### config.mk
export PLATFORM = sky130hd
export DESIGN_NAME = hex_display_driver
export DESIGN_NICKNAME = d
export VERILOG_FILES = /design/src/rtl/hex_display_driver_pkg.sv /design/src/rtl/hex7seg_lut.sv /design/src/rtl/hex_display_driver.sv
export SDC_FILE = /design/constraint.sdc
export NUM_CORES = 1
export LEC_CHECK = 0
export BUFFER_PORTS_ARGS = -buffer_cell sky130_fd_sc_hd__buf_2
export CAP_MARGIN = 20
export CELL_PAD_IN_SITES_DETAIL_PLACEMENT = 0
export CELL_PAD_IN_SITES_GLOBAL_PLACEMENT = 1
export CORE_MARGIN = 3
export CORE_UTILIZATION = 30
export DETAILED_ROUTE_END_ITERATION = 10
export HOLD_SLACK_MARGIN = 0.12
export PLACE_DENSITY = 0.57
export SETUP_SLACK_MARGIN = 0.02
export SKIP_CTS_REPAIR_TIMING = 1
export SYNTH_ARGS = -nofsm -noshare
export SYNTH_HDL_FRONTEND = slang
export SYNTH_SLANG_ARGS = --single-unit
export TNS_END_PERCENT = 50
### constraint.sdc
create_clock -name clk -period 2.1 [get_ports clk]
set_input_delay 0.42 -clock clk [delete_from_list [all_inputs] [get_ports clk]]
set_output_delay 0.42 -clock clk [all_outputs]
set_load 0.02 [all_outputs]
### src/rtl/hex_display_driver_pkg.sv
// Shared constants for the hex display driver.
//   SEG_BLANK    : active-low pattern with every segment dark
//   SEG_PATTERNS : 16-entry active-low glyph table, index = nibble, bit0=a .. bit6=g
//   clog2        : ceiling log2, used to size the blink divider
package hex_display_pkg;

  localparam logic [6:0] SEG_BLANK = 7'h7F;

  localparam logic [6:0] SEG_PATTERNS [16] = '{
    7'b1000000,  // 0
    7'b1111001,  // 1
    7'b0100100,  // 2
    7'b0110000,  // 3
    7'b0011001,  // 4
    7'b0010010,  // 5
    7'b0000010,  // 6
    7'b1111000,  // 7
    7'b0000000,  // 8
    7'b0010000,  // 9
    7'b0001000,  // A
    7'b0000011,  // b
    7'b1000110,  // C
    7'b0100001,  // d
    7'b0000110,  // E
    7'b0001110   // F
  };

  function automatic int clog2(input int value);
    int result;
    int rem;
    result = 0;
    rem    = value - 1;
    while (rem > 0) begin
      result = result + 1;
      rem    = rem >> 1;
    end
    return result;
  endfunction

endpackage

### src/rtl/hex7seg_lut.sv
// Combinational nibble to active-low 7-segment lookup.
//   nibble_i : 4-bit hex digit
//   seg_o    : active-low segments, bit0=a .. bit6=g
module hex7seg_lut
  import hex_display_pkg::*;
(
  input  logic [3:0] nibble_i,
  output logic [6:0] seg_o
);

  assign seg_o = SEG_PATTERNS[nibble_i];

endmodule

### src/rtl/hex_display_driver.sv
// Registered driver for NUM_DIGITS active-low 7-segment digits.
// Latches value/enable/blink masks on load_i, applies leading-zero blanking
// and blinking from a free-running divider, and registers the final segments.
//   clk          : system clock, rising edge
//   rst_n        : asynchronous active-low reset
//   load_i       : capture value_i, en_mask_i, blink_mask_i this edge
//   value_i      : packed nibbles, digit 0 = bits [3:0]
//   en_mask_i    : 1 = digit enabled, 0 = forced blank
//   blink_mask_i : 1 = digit blinks
//   lz_blank_i   : 1 = blank leading zero digits (level, sampled each edge)
//   seg_o        : active-low segments, digit d at [7d+6:7d]
//   blink_ph_o   : blink phase, 1 = blinking digits dark
module hex_display_driver
  import hex_display_pkg::*;
#(
  parameter int NUM_DIGITS = 4,
  parameter int BLINK_HALF = 25000000
) (
  input  logic                      clk,
  input  logic                      rst_n,
  input  logic                      load_i,
  input  logic [4*NUM_DIGITS-1:0]   value_i,
  input  logic [NUM_DIGITS-1:0]     en_mask_i,
  input  logic [NUM_DIGITS-1:0]     blink_mask_i,
  input  logic                      lz_blank_i,
  output logic [7*NUM_DIGITS-1:0]   seg_o,
  output logic                      blink_ph_o
);

  localparam int VW     = 4 * NUM_DIGITS;
  localparam int SW     = 7 * NUM_DIGITS;
  localparam int CW_RAW = clog2(BLINK_HALF);
  localparam int CW     = (CW_RAW < 1) ? 1 : CW_RAW;
  localparam logic [CW-1:0] CNT_MAX = CW'(BLINK_HALF - 1);

  logic [VW-1:0]         value_q, value_d;
  logic [NUM_DIGITS-1:0] en_q, en_d;
  logic [NUM_DIGITS-1:0] blink_q, blink_d;
  logic [CW-1:0]         cnt_q, cnt_d;
  logic                  phase_q, phase_d;
  logic [SW-1:0]         seg_q, seg_d;
  logic                  wrap;

  always_comb begin
    value_d = value_q;
    en_d    = en_q;
    blink_d = blink_q;
    if (load_i) begin
      value_d = value_i;
      en_d    = en_mask_i;
      blink_d = blink_mask_i;
    end
  end

  // Free-running divider; a load never disturbs it.
  always_comb begin
    wrap    = (cnt_q == CNT_MAX);
    cnt_d   = wrap ? '0 : cnt_q + 1'b1;
    phase_d = phase_q ^ wrap;
  end

  // Segments are computed from next-state values so a load (and a phase
  // change on the same edge) shows up on seg_o at that very edge.
  genvar gi;
  generate
    for (gi = 0; gi < NUM_DIGITS; gi++) begin : g_digit
      logic [6:0] pat;
      logic       lz_dark;
      logic       dark;

      hex7seg_lut u_lut (
        .nibble_i (value_d[4*gi +: 4]),
        .seg_o    (pat)
      );

      if (gi == 0) begin : g_lsd
        // The least significant digit always shows, so zero reads as "0".
        assign lz_dark = 1'b0;
      end else begin : g_upper
        // Blank when this nibble and every nibble above it are zero.
        assign lz_dark = lz_blank_i && (value_d[VW-1:4*gi] == '0);
      end

      assign dark = !en_d[gi] || (blink_d[gi] && phase_d) || lz_dark;
      assign seg_d[7*gi +: 7] = dark ? SEG_BLANK : pat;
    end
  endgenerate

  always_ff @(posedge clk or negedge rst_n) begin
    if (!rst_n) begin
      value_q <= '0;
      en_q    <= '0;
      blink_q <= '0;
      cnt_q   <= '0;
      phase_q <= 1'b0;
      seg_q   <= {NUM_DIGITS{SEG_BLANK}};
    end else begin
      value_q <= value_d;
      en_q    <= en_d;
      blink_q <= blink_d;
      cnt_q   <= cnt_d;
      phase_q <= phase_d;
      seg_q   <= seg_d;
    end
  end

  assign seg_o      = seg_q;
  assign blink_ph_o = phase_q;

endmodule

Yosys cells after proc, flatten, opt, wreduce, memory -nomap -nowiden
Memories as Yosys holds them, arrays and structs flattened.
Cells that the tools add are included.
{"block": "totals", "register_bits": 78, "rom_bits": 448, "input_bits": 28, "output_inout_bits": 29, "elab_cells": 58, "n_memories": 4}
{"name": "(no name shown)", "depth": 16, "width": 7, "rd": 1, "rd_ports_with_merged_regs": 0, "write_ports": 0, "line_no": "hex7seg_lut.sv:11", "rtl": "assign seg_o = SEG_PATTERNS[nibble_i];"}
{"name": "(no name shown)", "depth": 16, "width": 7, "rd": 1, "rd_ports_with_merged_regs": 0, "write_ports": 0, "line_no": "hex7seg_lut.sv:11"}
{"name": "(no name shown)", "depth": 16, "width": 7, "rd": 1, "rd_ports_with_merged_regs": 0, "write_ports": 0, "line_no": "hex7seg_lut.sv:11"}
{"name": "(no name shown)", "depth": 16, "width": 7, "rd": 1, "rd_ports_with_merged_regs": 0, "write_ports": 0, "line_no": "hex7seg_lut.sv:11"}
{"block": "classes", "n_addsub": 1, "order_cmp": 4, "n_eq_ne": 1, "n_mux": 16, "bitwise": 5, "reduce_logical": 21}
{"cell": "7-bit 2-to-1 mux", "n": 12}
{"cell": "25-bit by 1-bit adder with 25-bit output (second input constant)", "n": 1}
{"cell": "25-bit == test (second input constant)", "n": 1}
{"cell": "25-bit 2-to-1 mux", "n": 1}
{"cell": "5-bit >= comparator (second input constant)", "n": 4}
{"cell": "4-bit NOT with 5-bit output", "n": 4}
{"cell": "16-bit 2-to-1 mux", "n": 1}
{"cell": "12-bit zero test", "n": 1}
{"cell": "8-bit zero test", "n": 1}
{"cell": "4-bit 2-to-1 mux", "n": 2}
{"cell": "1-bit logical AND", "n": 7}
{"cell": "1-bit logical OR", "n": 7}
{"cell": "1-bit zero test", "n": 4}
{"cell": "4-bit zero test", "n": 1}
{"cell": "1-bit bitwise XOR", "n": 1}

Longest topological paths before layout
Gate-level depths: netlist of the first run.
{"block": "logic_depth", "word_depth": 6, "ltp_mapped": 10, "depth_no_buf": 7}

By module
Synthesis of the first run repeated with hierarchy kept, for this count alone.
{"block": "hier_totals", "hier_cells": 412, "hier_area_um2": 4390.5}
{"mod": "hex_display_driver", "instances": 1, "cells_each": 284, "area_each_um2": 3289.4, "seq_area_each_um2": 1986.9}
{"mod": "hex7seg_lut", "instances": 4, "cells_each": 32, "area_each_um2": 275.3, "seq_area_each_um2": 0.0}

Least setup slack after synthesis of the first run
OpenSTA, ideal clock, no wires.
{"block": "synth_timing", "kind": "input port to flip-flop", "start": "input load_i", "end": "register seg_q[8], in the netlist seg_o[8]", "setup_time_ps": 62, "arrival_ps": 2837, "required_time_ps": 2038, "setup_slack_ps": -799, "cell_stages": 9, "path_buffers": 3, "cell_sequence": "clkbuf_1 buf_2 buf_2 mux2i_1 ha_1 nand4_1 o31ai_1 a211oi_1 nand2_1"}
{"block": "synth_via", "elab_chain_cells": 6, "word_cells_on_any_way": 14, "classes_between": "mux: 6; bitwise: 1; reduce/logical: 6; memory: 1"}
{"element": "from (decl)", "line_no": "hex_display_driver.sv:21", "rtl": "input logic load_i,"}
{"element": "16-bit 2-to-1 mux", "line_no": "hex_display_driver.sv:48", "rtl": "if (load_i) begin"}
{"element": "4-bit NOT with 5-bit output (not written as such)", "line_no": "hex7seg_lut.sv:11"}
{"element": "memory read 16 x 7 bit"}
{"element": "7-bit 2-to-1 mux (not written as such) (2 in a row)", "line_no": "hex7seg_lut.sv:11"}
{"element": "7-bit 2-to-1 mux *", "line_no": "hex_display_driver.sv:85", "rtl": "assign seg_d[7*gi +: 7] = dark ? SEG_BLANK : pat;"}
{"element": "named net seg_d[8]", "line_no": "hex_display_driver.sv:41", "rtl": "logic [SW-1:0] seg_q, seg_d;"}
{"element": "to (signal assigned)", "line_no": "hex_display_driver.sv:96", "rtl": "seg_q <= {NUM_DIGITS{SEG_BLANK}};"}
{"element": "to (signal assigned)", "line_no": "hex_display_driver.sv:103", "rtl": "seg_q <= seg_d;"}
{"element": "to (decl)", "line_no": "hex_display_driver.sv:41"}
Mark *: on every way through the listed nets, which the timed path passes. The rest lies on a longest branch. The select of a mux whose other input is x is not followed.

Final worst setup path of the first run
{"block": "layout_timing", "start": "register cnt_q[9]", "end": "register seg_q[12], in the netlist seg_o[12]"}
{"block": "layout_via", "elab_chain_cells": 6}
{"element": "from (decl)", "line_no": "hex_display_driver.sv:39", "rtl": "logic [CW-1:0] cnt_q, cnt_d;"}
{"element": "from (signal assigned)", "line_no": "hex_display_driver.sv:101", "rtl": "cnt_q <= cnt_d;"}
{"element": "25-bit == test", "line_no": "hex_display_driver.sv:57", "rtl": "wrap = (cnt_q == CNT_MAX);"}
{"element": "1-bit bitwise XOR", "line_no": "hex_display_driver.sv:59", "rtl": "phase_d = phase_q ^ wrap;"}
{"element": "1-bit logical AND", "line_no": "hex_display_driver.sv:84", "rtl": "assign dark = !en_d[gi] || (blink_d[gi] && phase_d) || lz_dark;"}
{"element": "1-bit logical OR (2 in a row)", "line_no": "hex_display_driver.sv:84"}
{"element": "7-bit 2-to-1 mux", "line_no": "hex_display_driver.sv:85"}
{"element": "named net seg_d[12]", "line_no": "hex_display_driver.sv:41"}
The timed path passes the listed nets, and every way through them passes these cells.

==> impl_metrics.env, run 1 <==
export IMPL_ys_warnings_count=0
export IMPL_multi_input_comb_area_um2=2120
export IMPL_die_h_um=123
export IMPL_worstPathArrival_ns=2.35
export IMPL_final_layout_size_suffix_gt1_share_pct=45.0
export IMPL_synth_compound_gate_area_share_pct=9.57
export IMPL_synth_cell_area_um2=4130
export IMPL_num_vias=3439
export IMPL_layout_setup_ws_ns=0.0308
export IMPL_die_width_um=123
export IMPL_timing_final_setup_violations=0
export IMPL_post_synth_top_count_cell="sky130_fd_sc_hd__dfrtp_1"
export IMPL_worst_path_dominant_cell_family="simple AND/OR/NAND/NOR gates"
export IMPL_hold_removal_path_class="in -> reg"
export IMPL_fmax_mhz=483
export IMPL_use_met2_pct=23.6
export IMPL_drt_pass1_iter_count=4
export IMPL_transition_time_at_the_pin_with_the_least_slew_margin_ns=0.500
export IMPL_cpPeakStageDelay_ns=0.51
export IMPL_globalRouteOverflowTotal=0
export IMPL_finalCriticalPeriod_ns=2.07
export IMPL_place_ws_ns=-0.279
export IMPL_sequential_cell_area_um2=1990
export IMPL_die_area_um2=15200
export IMPL_worst_clock_skew_ns=0.0101
export IMPL_mappedNetlistNets=441
export IMPL_rd_place_congestion=0.805
export IMPL_power_spent_charging_and_discharging_nets_mw=1.21
export IMPL_worstSetupPathDepth=7
export IMPL_initial_core_util_pct=31.0
export IMPL_clock_tree_root_cell="sky130_fd_sc_hd__clkbuf_16"
export IMPL_synth_area_mux_share_pct=11.0
export IMPL_totalPowerFinal_mw=4.47
export IMPL_ir_worst_vdd_v=0.000344
export IMPL_worst_setup_hold_path_clk_slew_ns=0.06
export IMPL_synthSimpleGateAreaFrac_pct=16.7
export IMPL_synth_distinct_cells=52
export IMPL_netSwitchingFraction_pct=27.1
export IMPL_leakage_nw=2.71
export IMPL_max_cap_violations=0
export IMPL_path_max_fanout=7
export IMPL_synth_top_family_by_area="simple AND/OR/NAND/NOR gates"
export IMPL_worst_endpoint_required_ns=2.38
export IMPL_antenna_found_initial=1
export IMPL_dp_final_hpwl_um=7690
export IMPL_setup_tns_final_ns=0
export IMPL_grt_util_met3_pct=2.52
export IMPL_antenna_diode_count=0
export IMPL_utilization_after_layout_pct=43.5
export IMPL_grt_util_met1_pct=19.3
export IMPL_synth_xor_area_share_pct=4.45
export IMPL_pin_count=57
export IMPL_clock_tree_buffer_depth=2
export IMPL_global_route_peak_usage_layer="met2"
export IMPL_critPathBufInv=2
export IMPL_syn_mean_instance_area_um2=10.6
export IMPL_detail_route_drc_violations=0
export IMPL_worst_skew_pair_late_latency_ns=0.34
export IMPL_fillCellCount=1338
export IMPL_timing_critical_path_to_type="flop"
export IMPL_synth_ff_latch_count=78
export IMPL_max_slew_margin_pct=66.7
export IMPL_antenna_violating_nets_post_route=0
export IMPL_pwr_share_seq_pct=38.8
export IMPL_cts_sinks=78
export IMPL_finalHoldWorstSlack_ns=0.356
export IMPL_number_of_buffers_created_by_cts=9
export IMPL_first_global_vias=3468
export IMPL_cts_max_level=3
export IMPL_postPlaceCellArea_um2=5390
export IMPL_start_kind="flop"
export IMPL_synth_top_cell_area_share_pct=30.3
export IMPL_cts_tree="done"
export IMPL_fin_nets=592
export IMPL_report_final_hold_viol_count=0
export IMPL_ys_top_cells_by_count="sky130_fd_sc_hd__dfrtp_1, sky130_fd_sc_hd__nor2_1, sky130_fd_sc_hd__nand2_1, sky130_fd_sc_hd__dfstp_2, sky130_fd_sc_hd__mux2i_1"
export IMPL_synth_flop_cell="sky130_fd_sc_hd__dfrtp_1"
export IMPL_post_route_period_util_pct=98.5
export IMPL_synthAdderAreaFrac_pct=6.66
export IMPL_hold_depth=2
export IMPL_asyncSetResetFlopFracSynth_pct=100
export IMPL_r2r_cells=7
export IMPL_placement_rows=42
export IMPL_finalMaxSlewViolations=0
export IMPL_floorplan_core_area_um2=13300
export IMPL_yosysSeqAreaShare_pct=48.1
export IMPL_avgViaCountPerCell=4.76
export IMPL_portBuffers=56
export IMPL_grt_setup_unrepaired="true"
export IMPL_gr_usage_all_layers_pct=14.6
export IMPL_startpoint_to_endpoint_class_of_the_critical_path="reg -> reg"
export IMPL_final_design_area_no_fill_um2=5810
export IMPL_worstPathCellList="or4_1 > or4_4 > nor3_4 > buf_4 > o21ai_2 > buf_6 > nand3b_1"
export IMPL_p_int_mw=3.26
export IMPL_share_clk_of_total_power_pct=38.7
export IMPL_area_contributors_post_synth="sky130_fd_sc_hd__dfrtp_1, sky130_fd_sc_hd__dfstp_2, sky130_fd_sc_hd__ha_1"
export IMPL_synth_to_final_area_change_pct=40.5
export IMPL_initialDrtViolationCount=166
export IMPL_routed_wire_length_per_instance_um=14.1
export IMPL_grt_pass1_wl_um=17200
export IMPL_crit_path_top_delay_cell="sky130_fd_sc_hd__or4_1"
export IMPL_totalWireLength_um=10200
export IMPL_power_combinational_fraction_pct=22.5
export IMPL_postSynthCellCount=391
export IMPL_synth_top_cell_by_area="sky130_fd_sc_hd__dfrtp_1"
export IMPL_grt_max_degree=36
export IMPL_layout_cells_non_filler=723
export IMPL_placed_cells=703
export IMPL_outcome="finished clean"
export IMPL_p_per_area_nw_per_um2=769
export IMPL_synth_enable_flop_cells=0
-- final timing paths --
path	from	end	slack (ns)
worst max-delay path	cnt_q[9]	seg_o[12]	0.03
min in group asynchronous	rst_n	value_q[14]	0.60
worst min register to register	cnt_q[0]	cnt_q[0]	0.49
worst min-delay path	en_mask_i[2]	en_q[2]	0.36
worst max register to register	cnt_q[9]	seg_o[12]	0.03
max in group asynchronous	rst_n	seg_o[18]	0.87
-- final cells by class --
class | instances | area share, %
clock buffers | 11 | 4.35
clock inverters | 5 | 1.40
inverters | 24 | 1.55
multi-input cells | 278 | 36.5
flip-flops and latches | 78 | 34.2
well taps | 176 | 3.79
repair buffers | 151 | 18.2
-- cells by family after synthesis --
family | after synthesis
multiplexers | 39
flip-flops | 78
AO/OA/AOI/OAI | 59
adder cells (fa/ha/maj) | 22
buffers and inverters | 35
AND/OR/NAND/NOR | 137
XOR/XNOR | 21
-- registers in the layout (all words and copies together), names as in the netlist --
name	flops
value_q	16
seg_o	28
blink_q	4
cnt_q	25
blink_ph_o	1
en_q	4
-- routing by layer --
layer	wire [um]	vias up	part of all wire [%]
met4	199	2	2.0
li1	-	1692	-
met2	4940	56	48
met5	13	-	0.13
met1	4680	1675	46
met3	363	14	3.6
-- power groups by stage --
stage                     Sequential, mW  Combinational [mW]  Clock, mW
after CTS                           1.74                1.00       1.79
after global placement              1.76               0.997          0
final                               1.73                1.01       1.73
after detailed placement            1.76               0.996          0
after global routing                1.75                1.11       1.85
after floorplan                     1.87               0.443          0
-- cells in the final DEF (no fill, tap or decap), types with 5 or more instances in the layout --
cell                        count
sky130_fd_sc_hd__a211oi_1       7
sky130_fd_sc_hd__a21oi_1        9
sky130_fd_sc_hd__a31oi_1        5
sky130_fd_sc_hd__buf_2         54
sky130_fd_sc_hd__buf_4         89
sky130_fd_sc_hd__clkbuf_16      9
sky130_fd_sc_hd__dfrtp_1       50
sky130_fd_sc_hd__dfstp_2       28
sky130_fd_sc_hd__ha_1          20
sky130_fd_sc_hd__inv_1         12
sky130_fd_sc_hd__inv_2         12
sky130_fd_sc_hd__mux2i_1       21
sky130_fd_sc_hd__nand2_1       32
sky130_fd_sc_hd__nand3_1       17
sky130_fd_sc_hd__nand3b_1       7
sky130_fd_sc_hd__nand4_1        8
sky130_fd_sc_hd__nor2_1        38
sky130_fd_sc_hd__nor3_1        12
sky130_fd_sc_hd__o21ai_0        5
sky130_fd_sc_hd__o21ai_2       13
sky130_fd_sc_hd__xnor2_1        8
sky130_fd_sc_hd__xor2_1        13
(Power assumes the default switching activity.)
==> inputs of run 2 (changes only) <==
==> constraint.sdc (replaced) <==
create_clock -name clk -period 2.1 [get_ports clk]
set_input_delay 0.315 -clock clk [delete_from_list [all_inputs] [get_ports clk]]
set_output_delay 0.315 -clock clk [all_outputs]
set_load 0.02 [all_outputs]
==> run 2 against run 1 <==
Compared with the run above: sequential power about the same; wire length up 0.38%; global-route usage down 0.076 points.
==> impl_metrics.env, run 2 (same netlist as run 1, synthesis figures left out) <==
export IMPL_grt_max_degree=41
export IMPL_portBuffers=56
export IMPL_first_global_vias=3352
export IMPL_finalMaxSlewViolations=0
export IMPL_worst_setup_hold_path_clk_slew_ns=0.06
export IMPL_drt_pass1_iter_count=4
export IMPL_fillCellCount=1366
export IMPL_die_h_um=123
export IMPL_cts_max_level=3
export IMPL_grt_pass1_wl_um=16900
export IMPL_p_per_area_nw_per_um2=788
export IMPL_r2r_setup_slack_ns=0.007
export IMPL_multi_input_comb_area_um2=2100
export IMPL_initial_core_util_pct=31.0
export IMPL_worstPathCellList="or4_1 > or4_4 > o21a_4 > nor2_4 > buf_12 > o21ai_1"
export IMPL_worst_endpoint_required_ns=2.34
export IMPL_antenna_violating_nets_post_route=0
export IMPL_post_route_period_util_pct=99.7
export IMPL_max_cap_violations=0
export IMPL_final_layout_size_suffix_gt1_share_pct=38.0
export IMPL_worst_min_delay_path_endpoint="en_q[3]"
export IMPL_worstPathArrival_ns=2.33
export IMPL_avgViaCountPerCell=4.76
export IMPL_final_design_area_no_fill_um2=5460
export IMPL_gr_usage_all_layers_pct=14.5
export IMPL_clock_tree_buffer_depth=2
export IMPL_top_library_cells_by_usage_in_the_layout_fill_and_taps_aside="sky130_fd_sc_hd__buf_2, sky130_fd_sc_hd__buf_4, sky130_fd_sc_hd__dfrtp_1"
export IMPL_report_final_hold_viol_count=0
export IMPL_pin_count=57
export IMPL_cts_tree="done"
export IMPL_rd_place_congestion=0.889
export IMPL_routed_wire_length_per_instance_um=15.0
export IMPL_r2r_cells=6
export IMPL_critical_path_reg2reg_endpoint="seg_o[22]"
export IMPL_layout_commonest_cell="sky130_fd_sc_hd__buf_2"
export IMPL_max_slew_margin_pct=56.0
export IMPL_postPlaceCellArea_um2=5090
export IMPL_outcome="finished clean"
export IMPL_path_max_fanout=15
export IMPL_cpPeakStageDelay_ns=0.53
export IMPL_totalWireLength_um=10200
export IMPL_floorplan_core_area_um2=13300
export IMPL_timing_final_setup_violations=0
export IMPL_antenna_diode_count=0
export IMPL_synth_to_final_area_change_pct=32.1
export IMPL_die_area_um2=15200
export IMPL_globalRouteOverflowTotal=0
export IMPL_fmax_mhz=478
export IMPL_leakage_nw=2.52
export IMPL_timing_critical_path_to_type="flop"
export IMPL_worst_clock_skew_ns=0.00868
export IMPL_initialDrtViolationCount=175
export IMPL_worst_hold_startpoint="en_mask_i[3]"
export IMPL_flip_flop_count_of_the_largest_register_all_copies_and_words_added=28
export IMPL_hold_depth=2
export IMPL_clock_tree_root_cell="sky130_fd_sc_hd__clkbuf_16"
export IMPL_ir_worst_vdd_v=0.000349
export IMPL_worst_skew_pair_late_latency_ns=0.34
export IMPL_detail_route_drc_violations=0
export IMPL_reg2reg_from="cnt_q[9]"
export IMPL_sequential_cell_area_um2=1990
export IMPL_finalCriticalPeriod_ns=2.09
export IMPL_die_width_um=123
export IMPL_transition_time_at_the_pin_with_the_least_slew_margin_ns=0.642
export IMPL_startpoint_to_endpoint_class_of_the_critical_path="reg -> reg"
export IMPL_hold_removal_path_class="in -> reg"
export IMPL_dp_final_hpwl_um=7680
export IMPL_number_of_buffers_created_by_cts=9
export IMPL_grt_setup_unrepaired="true"
export IMPL_num_vias=3255
export IMPL_placement_rows=42
export IMPL_antenna_found_initial=0
export IMPL_crit_path_top_delay_cell="sky130_fd_sc_hd__or4_1"
export IMPL_finalHoldWorstSlack_ns=0.273
export IMPL_cts_sinks=78
export IMPL_fin_nets=553
export IMPL_start_kind="flop"
-- run 2: changes by cell type in the layout (fill, tap and decap cells not counted), sizes merged --
| cell | delta |
|---|---|
| buf | -38 |
| clkinvlp | -1 |
-- run 2: per-layer routing --
metal	wire (um)	global-route usage, %	part of all wire (%)	up-vias
met5	0	0	0	-
li1	-	-	-	1602
met2	5100	23.6	50	67
met4	158	5.61	1.5	0
met1	4570	18.5	45	1573
met3	402	3.80	3.9	13
-- run 2: how the worst max path moves through the flow --
stage	end	cells after the start	startpoint	slack, ns
floorplan	seg_o[1]	7	cnt_q[9]	-0.01
global placement	seg_o[11]	9	load_i	-0.22
detailed placement	seg_o[11]	9	load_i	-0.17
CTS	seg_o[16]	5	cnt_q[9]	-0.09
global route	seg_o[27]	6	cnt_q[9]	-0.05
finish	seg_o[22]	6	cnt_q[9]	0.007
-- run 2: cell type report --
class	count	share of cell area [%]
multi-input cells	278	38.5
well taps	176	4.03
flip-flops and latches	78	36.4
repair buffers	112	13.6
inverters	24	1.65
clock inverters	4	1.28
clock buffers	12	4.52
-- run 2: worst max-delay path: cells and delay by family (launching register included) --
kind                   cells  cell delay (ns)
AO/OA/AOI/OAI              2             0.34
buffers and inverters      1             0.16
flip-flops                 1             0.38
AND/OR/NAND/NOR            3             1.12
-- run 2: metrics by stage --
| stage | instances | setup TNS, ns | power [mW] | setup slack (ns) | utilization, % |
|---|---|---|---|---|---|
| 4_1_cts | 682 | -0.456 | 4.37 | -0.0875 | 40.5 |
| 6_report | 684 | 0 | 4.30 | 0.00680 | 40.9 |
| 3_3_place_gp | 666 | -1.54 | 2.66 | -0.220 | 38.2 |
| 5_1_grt | 684 | -0.330 | 4.54 | -0.0456 | 40.9 |
| 2_1_floorplan | 391 | -0.0275 | 2.31 | -0.0130 | - |
| 3_5_place_dp | 666 | -1.23 | 2.66 | -0.174 | 38.2 |
-- run 2: power by group --
| part | internal (mW) | leakage, nW | switching (mW) |
|---|---|---|---|
| logic | 0.369 | 1.44 | 0.520 |
| registers | 1.69 | 0.925 | 0.0458 |
| clock network | 1.07 | 0.157 | 0.606 |
==> inputs of run 3 (changes only) <==
- ABC_AREA: not set -> 1
- CTS_CLUSTER_DIAMETER: not set -> 200
- PLACE_DENSITY: 0.57 -> 0.6
==> run 3 against run 2 <==
Compared with the run above: flip-flop and latch count is the same; clock power shrank 11%; hold slack lost 0.044 ns; sequential share of layout area grew 1.2 points; sequential power shrank 2%; clock-buffer cell count shrank 3; wire length grew 4.1%; critical endpoint is now seg_o[16]; largest cell class unchanged.
==> impl_metrics.env, run 3 <==
export IMPL_dp_final_hpwl_um=8010
export IMPL_worst_endpoint_required_ns=2.35
export IMPL_clock_tree_root_cell="sky130_fd_sc_hd__clkbuf_16"
export IMPL_report_final_hold_viol_count=0
export IMPL_antenna_diode_count=0
export IMPL_startpoint_to_endpoint_class_of_the_critical_path="reg -> reg"
export IMPL_worstPathCellList="ha_1 > nand2_1 > nor2_1 > nand2_1 > nor2_2 > nand3_2 > nand3_2 > nand3_1"
export IMPL_avgViaCountPerCell=4.50
export IMPL_synth_ff_latch_count=78
export IMPL_grt_setup_unrepaired="false"
export IMPL_routed_wire_length_per_instance_um=12.8
export IMPL_post_synth_top_count_cell="sky130_fd_sc_hd__nand2_1"
export IMPL_number_of_buffers_created_by_cts=9
export IMPL_initial_core_util_pct=31.2
export IMPL_antenna_found_initial=0
export IMPL_setup_tns_final_ns=0
export IMPL_fmax_mhz=569
export IMPL_worstPathArrival_ns=2.01
export IMPL_syn_mean_instance_area_um2=7.71
export IMPL_die_width_um=127
export IMPL_cts_tree="done"
export IMPL_pin_count=57
export IMPL_p_per_area_nw_per_um2=735
export IMPL_post_route_period_util_pct=83.7
export IMPL_postSynthCellCount=570
export IMPL_portBuffers=56
export IMPL_num_vias=3736
export IMPL_synth_top_cell_by_area="sky130_fd_sc_hd__dfrtp_1"
export IMPL_worst_skew_pair_late_latency_ns=0.35
export IMPL_drt_pass1_iter_count=4
export IMPL_gr_usage_all_layers_pct=14.2
export IMPL_yosysSeqAreaShare_pct=45.2
export IMPL_max_slew_margin_pct=63.0
export IMPL_die_h_um=127
export IMPL_asyncSetResetFlopFracSynth_pct=100
export IMPL_ir_worst_vdd_v=0.000337
export IMPL_first_global_vias=3627
export IMPL_worst_path_dominant_cell_family="simple AND/OR/NAND/NOR gates"
export IMPL_initialDrtViolationCount=190
export IMPL_clock_tree_buffer_depth=2
export IMPL_cpPeakStageDelay_ns=0.37
export IMPL_ys_top_cells_by_count="sky130_fd_sc_hd__nand2_1, sky130_fd_sc_hd__inv_1, sky130_fd_sc_hd__nor2_1, sky130_fd_sc_hd__nand3_1, sky130_fd_sc_hd__dfrtp_1"
export IMPL_synth_cell_area_um2=4390
export IMPL_top_library_cells_by_usage_in_the_layout_fill_and_taps_aside="sky130_fd_sc_hd__nand2_1, sky130_fd_sc_hd__inv_1, sky130_fd_sc_hd__nor2_1"
export IMPL_grt_pass1_wl_um=18200
export IMPL_path_max_fanout=7
export IMPL_detail_route_drc_violations=0
export IMPL_cts_max_level=3
export IMPL_antenna_violating_nets_post_route=0
export IMPL_worst_setup_hold_path_clk_slew_ns=0.06
export IMPL_finalHoldWorstSlack_ns=0.229
export IMPL_synth_enable_flop_cells=0
export IMPL_die_area_um2=16100
export IMPL_fin_nets=696
export IMPL_start_kind="flop"
export IMPL_leakage_nw=2.63
export IMPL_layout_commonest_cell="sky130_fd_sc_hd__nand2_1"
export IMPL_worst_clock_skew_ns=0.00809
export IMPL_totalWireLength_um=10700
export IMPL_synth_flop_cell="sky130_fd_sc_hd__dfrtp_1"
export IMPL_finalMaxSlewViolations=0
export IMPL_crit_path_top_delay_cell="sky130_fd_sc_hd__dfrtp_1"
export IMPL_finalCriticalPeriod_ns=1.76
export IMPL_final_layout_size_suffix_gt1_share_pct=21.7
export IMPL_utilization_after_layout_pct=37.5
export IMPL_cts_sinks=78
export IMPL_timing_critical_path_to_type="flop"
export IMPL_placement_rows=43
export IMPL_timing_final_setup_violations=0
export IMPL_floorplan_core_area_um2=14100
export IMPL_synth_to_final_area_change_pct=20.3
export IMPL_area_contributors_post_synth="sky130_fd_sc_hd__dfrtp_1, sky130_fd_sc_hd__dfstp_2, sky130_fd_sc_hd__nand2_1"
export IMPL_hold_removal_path_class="in -> reg"
export IMPL_globalRouteOverflowTotal=0
export IMPL_critPathBufInv=0
export IMPL_flip_flop_count_of_the_largest_register_all_copies_and_words_added=28
export IMPL_outcome="finished clean"
export IMPL_synth_top_cell_area_share_pct=28.5
export IMPL_ys_warnings_count=0
export IMPL_rd_place_congestion=0.826
export IMPL_transition_time_at_the_pin_with_the_least_slew_margin_ns=0.549
export IMPL_mappedNetlistNets=620
export IMPL_max_cap_violations=0
export IMPL_synth_distinct_cells=32
export IMPL_grt_max_degree=79
-- run 3: cell count changes after synthesis, moves of 9 or more --
| cell | change |
|---|---|
| sky130_fd_sc_hd__a21oi_1 | +11 |
| sky130_fd_sc_hd__inv_1 | +69 |
| sky130_fd_sc_hd__inv_2 | -9 |
| sky130_fd_sc_hd__mux2i_1 | -26 |
| sky130_fd_sc_hd__nand2_1 | +118 |
| sky130_fd_sc_hd__nand3_1 | +38 |
| sky130_fd_sc_hd__nor2_1 | +31 |
| sky130_fd_sc_hd__o21ai_0 | +19 |
| sky130_fd_sc_hd__o21ai_1 | -10 |
-- run 3: per-layer routing --
| layer | GRT usage [%] | wire (um) | vias up | part of all wire, % |
|---|---|---|---|---|
| met3 | 4.31 | 487 | 9 | 4.6 |
| met1 | 19.5 | 5160 | 1707 | 48 |
| met2 | 21.9 | 4880 | 75 | 46 |
| met4 | 3.60 | 123 | 0 | 1.2 |
| li1 | - | - | 1945 | - |
| met5 | 0 | 0 | - | 0 |
-- run 3: worst min-delay path, stage by stage --
cell and delay [ns]:
sky130_fd_sc_hd__buf_2 0.10, sky130_fd_sc_hd__nand2_1 0.05, sky130_fd_sc_hd__nand2_1 0.07
-- run 3: area by class of cell --
class                   instances  area [um^2]
well taps                     180          225
clock buffers                   9          225
inverters                      84          315
repair buffers                 72          430
clock inverters                 7         56.3
fillers                      1478         8810
flip-flops and latches         78         1990
multi-input cells             401         2050
-- run 3: logic make-up after synthesis --
kind of cell,after synthesis,share of synthesized area [%]
adders and majority gates,22,6.26
DFF,78,45.2
buffers and inverters,91,8.23
xor gates and xnor gates,10,1.99
AOI/OAI and AO/OA,56,7.23
and+or+nand+nor,313,31.1
-- run 3: final timing paths --
kind	startpoint	to	slack, ns	depth (start not counted)
worst max-delay path	cnt_q[0]	seg_o[16]	0.34	8
worst min-delay path	en_mask_i[2]	en_q[2]	0.23	3
worst max register to register	cnt_q[0]	seg_o[16]	0.34	8
worst min register to register	cnt_q[0]	cnt_q[0]	0.46	1
max in group asynchronous	rst_n	seg_o[10]	1.20	3
min in group asynchronous	rst_n	cnt_q[1]	0.54	3
-- run 3: stage by stage --
step / power, mW / cells / area, um^2 / setup slack [ns]
global placement: 2.42 / 814 / 4990 / 0.195
detailed placement: 2.42 / 814 / 4990 / 0.109
finish: 3.89 / 831 / 5290 / 0.341
floorplan: 2.17 / 570 / 4390 / 0.273
global route: 4.13 / 831 / 5290 / 0.108
CTS: 3.96 / 830 / 5280 / 0.303
-- run 3: power breakdown --
group	switching (mW)	leakage [nW]	internal, mW
logic	0.451	1.57	0.233
clock network	0.682	0.137	0.817
registers	0.0346	0.928	1.67
